<file path="src/rtl/fx_div_seq.sv">
// Sequential signed Q4.12 divider: unsigned restoring division on magnitudes, one
// quotient bit per clock, followed by sign, saturation and divide-by-zero handling.
module fx_div_seq #(
    parameter int FRAC = 12
) (
    input  logic        clk,
    input  logic        rst,
    input  logic        start,
    input  logic [15:0] a,
    input  logic [15:0] b,
    output logic [15:0] q,
    output logic        busy,
    output logic        done,
    output logic        ovf,
    output logic        dbz
);
    localparam int DW = 16 + FRAC;
    localparam int CW = $clog2(DW);
    localparam logic [DW-1:0] POS_LIM = DW'(32'h7FFF);
    localparam logic [DW-1:0] NEG_LIM = DW'(32'h8000);

    typedef enum logic [1:0] {IDLE, DIV, FIN} state_t;
    state_t r_state, w_next;

    logic [DW-1:0] r_dvd;
    logic [16:0]   r_rem;
    logic [15:0]   r_b;
    logic [15:0]   r_q;
    logic [CW-1:0] r_cnt;
    logic          r_neg, r_aneg, r_bz, r_done, r_ovf, r_dbz;

    logic [15:0]   w_absa, w_absb;
    logic [17:0]   w_trial;
    logic          w_fit;
    logic [15:0]   w_q;
    logic          w_ovf;

    // 0x8000 negates to itself, which reads correctly as the unsigned magnitude 32768.
    assign w_absa  = a[15] ? (~a + 16'd1) : a;
    assign w_absb  = b[15] ? (~b + 16'd1) : b;
    assign w_trial = {r_rem, r_dvd[DW-1]};
    assign w_fit   = (w_trial >= {2'b00, r_b});

    always_ff @(posedge clk or posedge rst) begin
        if (rst) r_state <= IDLE;
        else     r_state <= w_next;
    end

    always_comb begin
        w_next = r_state;
        case (r_state)
            IDLE: if (start) w_next = (b == 16'd0) ? FIN : DIV;
            DIV:  if (r_cnt == CW'(DW - 1)) w_next = FIN;
            FIN:  w_next = IDLE;
            default: w_next = IDLE;
        endcase
    end

    // Quotient magnitude occupies r_dvd after the last iteration.
    always_comb begin
        w_q   = '0;
        w_ovf = 1'b0;
        if (r_bz) begin
            w_q = r_aneg ? 16'h8000 : 16'h7FFF;
        end else if (r_neg) begin
            if (r_dvd > NEG_LIM) begin
                w_q   = 16'h8000;
                w_ovf = 1'b1;
            end else begin
                w_q = ~r_dvd[15:0] + 16'd1;
            end
        end else if (r_dvd > POS_LIM) begin
            w_q   = 16'h7FFF;
            w_ovf = 1'b1;
        end else begin
            w_q = r_dvd[15:0];
        end
    end

    always_ff @(posedge clk or posedge rst) begin
        if (rst) begin
            r_dvd  <= '0;
            r_rem  <= '0;
            r_b    <= '0;
            r_q    <= '0;
            r_cnt  <= '0;
            r_neg  <= 1'b0;
            r_aneg <= 1'b0;
            r_bz   <= 1'b0;
            r_done <= 1'b0;
            r_ovf  <= 1'b0;
            r_dbz  <= 1'b0;
        end else begin
            r_done <= 1'b0;
            case (r_state)
                IDLE: begin
                    if (start) begin
                        r_dvd  <= {w_absa, {FRAC{1'b0}}};
                        r_b    <= w_absb;
                        r_rem  <= '0;
                        r_cnt  <= '0;
                        r_neg  <= a[15] ^ b[15];
                        r_aneg <= a[15];
                        r_bz   <= (b == 16'd0);
                        r_ovf  <= 1'b0;
                        r_dbz  <= 1'b0;
                    end
                end
                DIV: begin
                    r_rem <= w_fit ? 17'(w_trial - {2'b00, r_b}) : w_trial[16:0];
                    r_dvd <= {r_dvd[DW-2:0], w_fit};
                    r_cnt <= r_cnt + 1'b1;
                end
                FIN: begin
                    r_q    <= w_q;
                    r_ovf  <= w_ovf;
                    r_dbz  <= r_bz;
                    r_done <= 1'b1;
                end
                default: ;
            endcase
        end
    end

    assign q    = r_q;
    assign busy = (r_state != IDLE);
    assign done = r_done;
    assign ovf  = r_ovf;
    assign dbz  = r_dbz;

endmodule
</file>
<file path="config.mk">
export PLATFORM = sky130hd
export DESIGN_NAME = fx_div_seq
export DESIGN_NICKNAME = d
export VERILOG_FILES = /design/src/rtl/fx_div_seq.sv
export SDC_FILE = /design/constraint.sdc
export NUM_CORES = 1
export LEC_CHECK = 0
export ABC_AREA = 1
export CAP_MARGIN = 20
export CORE_MARGIN = 4
export CORE_UTILIZATION = 49
export CTS_CLUSTER_SIZE = 12
export DETAILED_ROUTE_END_ITERATION = 10
export PLACE_DENSITY = 0.72
export SETUP_SLACK_MARGIN = 0.2
export SYNTH_ARGS = -nofsm -noshare
export SYNTH_HDL_FRONTEND = slang
export SYNTH_SLANG_ARGS = --single-unit
</file>
<file path="constraint.sdc">
create_clock -name clk -period 3.4 [get_ports clk]
set_input_delay 1.02 -clock clk [delete_from_list [all_inputs] [get_ports clk]]
set_output_delay 1.02 -clock clk [all_outputs]
set_load 0.01 [all_outputs]
</file>
# [After elaboration in Yosys (flattened, before gate mapping)]
# Cells that the tools add are included.
[totals] wordCells=64 reg_bits=90 out_inout_bits=20 rom_bits=0 latch_bits=0 n_memories=0 mem_bits_rw=0 inputBits=35
[classes] muxes=26 n_reduce_logical=9 eq_ne=5 n_shift=0 bitwise_logic=4 addsub=5 multipliers=0 div=0 magnitude_cmp=3
[op_table] operator="$mux 16" n=7
[op_table] operator="$pmux 28 s2" n=1
[op_table] operator="$add 16x1->16 const B" n=3
[op_table] operator="$not 16->16" n=3
[op_table] operator="$mux 17" n=2
[op_table] operator="$pmux 17 s2" n=1
[op_table] operator="$gt 28x15->1 const B" n=1
[op_table] operator="$gt 28x16->1 const B" n=1
[op_table] operator="$mux 28" n=1
[op_table] operator="$ge 18x16->1" n=1
[op_table] operator="$sub 17x16->17" n=1
[op_table] operator="$logic_not 16->1" n=1
[op_table] operator="$pmux 5 s2" n=1
[op_table] operator="$reduce_and 2->1" n=4
[op_table] operator="$mux 1" n=6
[op_table] operator="$mux 2" n=3
[op_table] operator="$reduce_bool 2->1" n=3
[op_table] operator="$add 5x1->5 const B" n=1
[op_table] operator="$eq 5x5->1 const B" n=1
[op_table] operator="$mux 5" n=1
[op_table] operator="$ne 2x2->1 const B" n=2
[op_table] operator="$pmux 1 s2" n=2
[op_table] operator="$pmux 2 s2" n=1
[op_table] operator="$eq 2x1->1 const B" n=1
[op_table] operator="3 further kinds" n=3

# [Longest topological paths before layout]
[depth] ltp_word=5 mapped_depth=14 mapped_depth_nobuf=14

# [Worst setup path after synthesis]
# Ideal clock, no wire load.
[synth_path] kind="input port to flip-flop" from="input b[0]" to="register r_state[1]" path_buffers=0 arrival_ns=2.132 slack_ns=1.201 required_ns=3.333 setup_ns=0.067 cell_stages=9 cell_sequence="inv_1 -> ha_1 -> nand3_1 -> nor2_1 -> nand3_1 -> nor2_1 -> nand2_1 -> o21ai_0 -> and3_1"
[synth_via] elab_chain_cells=4
[synth_lines] item="start: declaration" line="10" text="input logic [15:0] b,"
[synth_lines] item="$logic_not 16->1" line="52" text="IDLE: if (start) w_next = (b == 16'd0) ? FIN : DIV;"
[synth_lines] item="$mux 2 (2 in series)" line="52"
[synth_lines] item="$pmux 2 s2" line="51" text="case (r_state)"
[synth_lines] item="end signal: assignment" line="46" text="else r_state <= w_next;"
[synth_lines] item="end: declaration" line="23" text="state_t r_state, w_next;"
# No other way between the ends. The select of a mux whose other input is x is not followed.
# A chain may end at the register's enable or synchronous reset.

# [Worst setup path in the final report]
[layout_path] from="register r_state[1]" to="output busy"
[layout_via] elab_chain_cells=1
[layout_lines] item="$reduce_bool 2->1" line="126" text="assign busy = (r_state != IDLE);"
[layout_lines] item="end: declaration" line="12" text="output logic busy,"
# No other way between the ends.

==> out/summary.json <==
{
  "finalWirelength_mm": 15.5,
  "synthesis.nets": 975,
  "dr.first_iter.drc_count": 431,
  "synth_ff_type": "dfrtp_1",
  "route.vias.total": 5952,
  "area_delta_synth_final_pct": 15.3,
  "fill_cells": 1254,
  "min_period_ps": 2540,
  "crit_path_max_fanout": 3,
  "dpl-instance-area_sq_um": 6990,
  "fp.dieH_um": 121,
  "max_clock_freq_mhz": 394,
  "hold_viol_final": 0,
  "htreeDepth": 3,
  "mappedNetlistArea_sq_um": 6300,
  "cpPeakStageDelay_ps": 490,
  "grtUsageTotal_pct": 22.0,
  "synthArstFlopShare_pct": 100,
  "numCtsBuffers": 9,
  "total_power_w": 0.00749,
  "die_x_um": 121,
  "worstPathArrival_ps": 1520,
  "route.detailed.drc": 0,
  "seq_area_frac_synth_pct": 35.8,
  "cts_num_sinks": 90,
  "drt.antenna.violating_nets": 0,
  "cts.hold.buffers_added": 0,
  "setup_tns_ps": 0,
  "cts_tree": "done",
  "core_region_area_sq_um": 12600,
  "tightestPinTransition_ps": 732,
  "sequential_cell_area_in_the_final_layout_sq_um": 2250,
  "maximum_vdd_drop_mv": 0.357,
  "post-dp-hpwl_mm": 11.6,
  "multi_input_comb_area_sq_um": 3390,
  "maxCapViolations": 0,
  "clock-root-buffer": "clkbuf_16",
  "final_cell_area_sq_um": 7260,
  "cp_cell_sequence": "nor2_1 -> inv_1 -> clkdlybuf4s50_1",
  "detail_route.wl_per_cell_um": 13.6,
  "design.final.nets": 1021,
  "power.static_leakage_nw": 3.65,
  "post-cts-setup-buffers": 0,
  "top_level_ports": 55,
  "dr.pass1.iters": 5,
  "netlist_top_cells_area": "dfrtp_1, nand2_1, inv_1",
  "grt_start_max_net_pins": 34,
  "rsz0062_at_grt": "false",
  "setup_violations": 0,
  "status": "finished clean",
  "grt_pass1_vias": 5375,
  "finalWeightedCongestion": 0.887,
  "fp-row-count": 41,
  "viasPerCell": 5.22,
  "synth.distinct_cells": 41,
  "power_per_cell_area_nw_per_um2": 1030,
  "grt_pass1_wl_mm": 26.2,
  "clk_latency_ps": 350,
  "cp-end-kind": "output port",
  "cts-resized-gates": 0,
  "critical_path_class": "reg -> out",
  "crit_path_start_kind": "flip-flop",
  "antenna_found_initial": 0,
  "layout-drive-gt1-share_pct": 4.65,
  "numPortBuffers": 54,
  "slew_viol_final": 0,
  "worst_slew_margin_rel_pct": 51.2,
  "postSynthAreaPerCell_sq_um": 6.85,
  "crit_slowest_cell": "clkdlybuf4s50_1",
  "grt-ovfl-total": 0,
  "critPathRequiredTime_ps": 2380,
  "initial_core_utilization_pct": 49.9,
  "ys_seq_elements": 90,
  "holdCritPathClass": "reg -> reg",
  "antenna_cells": 0,
  "path_clk_slew_ps": 60,
  "yosys.area.top_type_share_pct": 35.8,
  "cts_buffer_depth": 2,
  "post-synth-top-area-cell": "dfrtp_1",
  "die-area_sq_um": 14700,
  "synth_enable_flop_cells": 0,
  "ys_warn_count": 0,
  "fin_worst_skew_ps": 8.68,
  "netlist_instances": 919,
  "min_period_over_period_pct": 74.6
}
[final timing paths]
kind | start | endpoint | slack, ps | depth (start not counted)
worst max-delay path | r_state[1] | busy | 860 | 3
worst min-delay path | q[15] | q[15] | 480 | 2
worst max register to register | r_rem[13] | r_rem[10] | 900 | 10
worst min register to register | q[15] | q[15] | 480 | 2
max in group asynchronous | rst | r_dvd[20] | 1740 | 3
min in group asynchronous | rst | q[2] | 1070 | 2
[report_power, final]
part / switching (W) / internal [W]
Sequential: 0.000386 / 0.00159
Clock: 0.000398 / 0.000557
Combinational: 0.00281 / 0.00175
Total: 0.00359 / 0.00389
[Yosys cell counts, types with 2 or more instances]
master      n
xor2_1     21
inv_1     126
o22ai_1    13
nand2_1   283
clkbuf_1   18
o21ai_0    49
xnor2_1     9
nor2_2      4
a21oi_4     2
nand3b_1    5
a21oi_1    31
nor2_1     69
or2_2       3
o21ai_1     2
buf_6       3
o221ai_1    2
ha_1       20
nand4_1    23
o31ai_1     2
nor3_1     12
nand3_1    90
nand3_2     5
dfrtp_1    90
a22oi_1    14
inv_2       2
o211ai_1    2
buf_2       5
[kinds of logic after synthesis]
family          Yosys count  synth area share (%)
buf+inv                 160                  10.4
simple gates            498                  34.2
xor+xnor                 30                  4.17
fa+ha+maj                21                  4.29
flops                    90                  35.8
compound gates          120                  11.2
[per-layer routing]
| metal | part of all wire, % | up-vias | global-route usage (%) |
|---|---|---|---|
| met5 | 0 | - | 0 |
| met4 | 1.2 | 0 | 5.81 |
| met3 | 3.6 | 11 | 2.84 |
| met2 | 46 | 113 | 34.7 |
| met1 | 49 | 2757 | 31.8 |
| li1 | - | 3071 | - |
[layout make-up]
type	count	share of cell area [%]
multi-input combinational	669	46.7
sequential	90	31.0
timing repair buffer	66	8.86
inverter	129	6.72
clock buffer	10	3.15
tap	172	2.96
clock inverter	4	0.620
[worst max-delay path, delay by kind of cell, from the launching register on]
family | cells | cell delay [ps]
buf+inv | 2 | 600
flops | 1 | 390
simple gates | 1 | 180
[layout by cell type (no fill, tap or decap), types with 9 or more instances in the layout]
cell / netlist / routed
a21oi_1: 31 / 31
nand4_1: 23 / 23
xnor2_1: 9 / 9
nor2_1: 69 / 68
inv_1: 126 / 125
o22ai_1: 13 / 13
nand3_1: 90 / 90
clkdlybuf4s50_1: 0 / 54
dfrtp_1: 90 / 90
xor2_1: 21 / 21
a22oi_1: 14 / 14
nor3_1: 12 / 12
o21ai_0: 49 / 49
nand2_1: 283 / 283
clkbuf_16: 0 / 9
buf_4: 1 / 11
ha_1: 20 / 20
[sequential cells by signal, indices dropped and copies added (netlist names)]
register / flops
dbz: 1
done: 1
ovf: 1
q: 16
r_aneg: 1
r_b: 16
r_bz: 1
r_cnt: 5
r_dvd: 28
r_neg: 1
r_rem: 17
r_state: 2
[through the flow]
stage	hold WS, ps	setup WS [ps]	utilization [%]	std cells
6_report	483	864	57.5	1140
5_1_grt	515	669	57.5	1140
4_1_cts	486	845	57.5	1140
3_5_place_dp	470	542	55.4	1126
3_3_place_gp	472	553	55.4	1126
2_1_floorplan	449	1200	-	919
(Power assumes the default switching activity.)
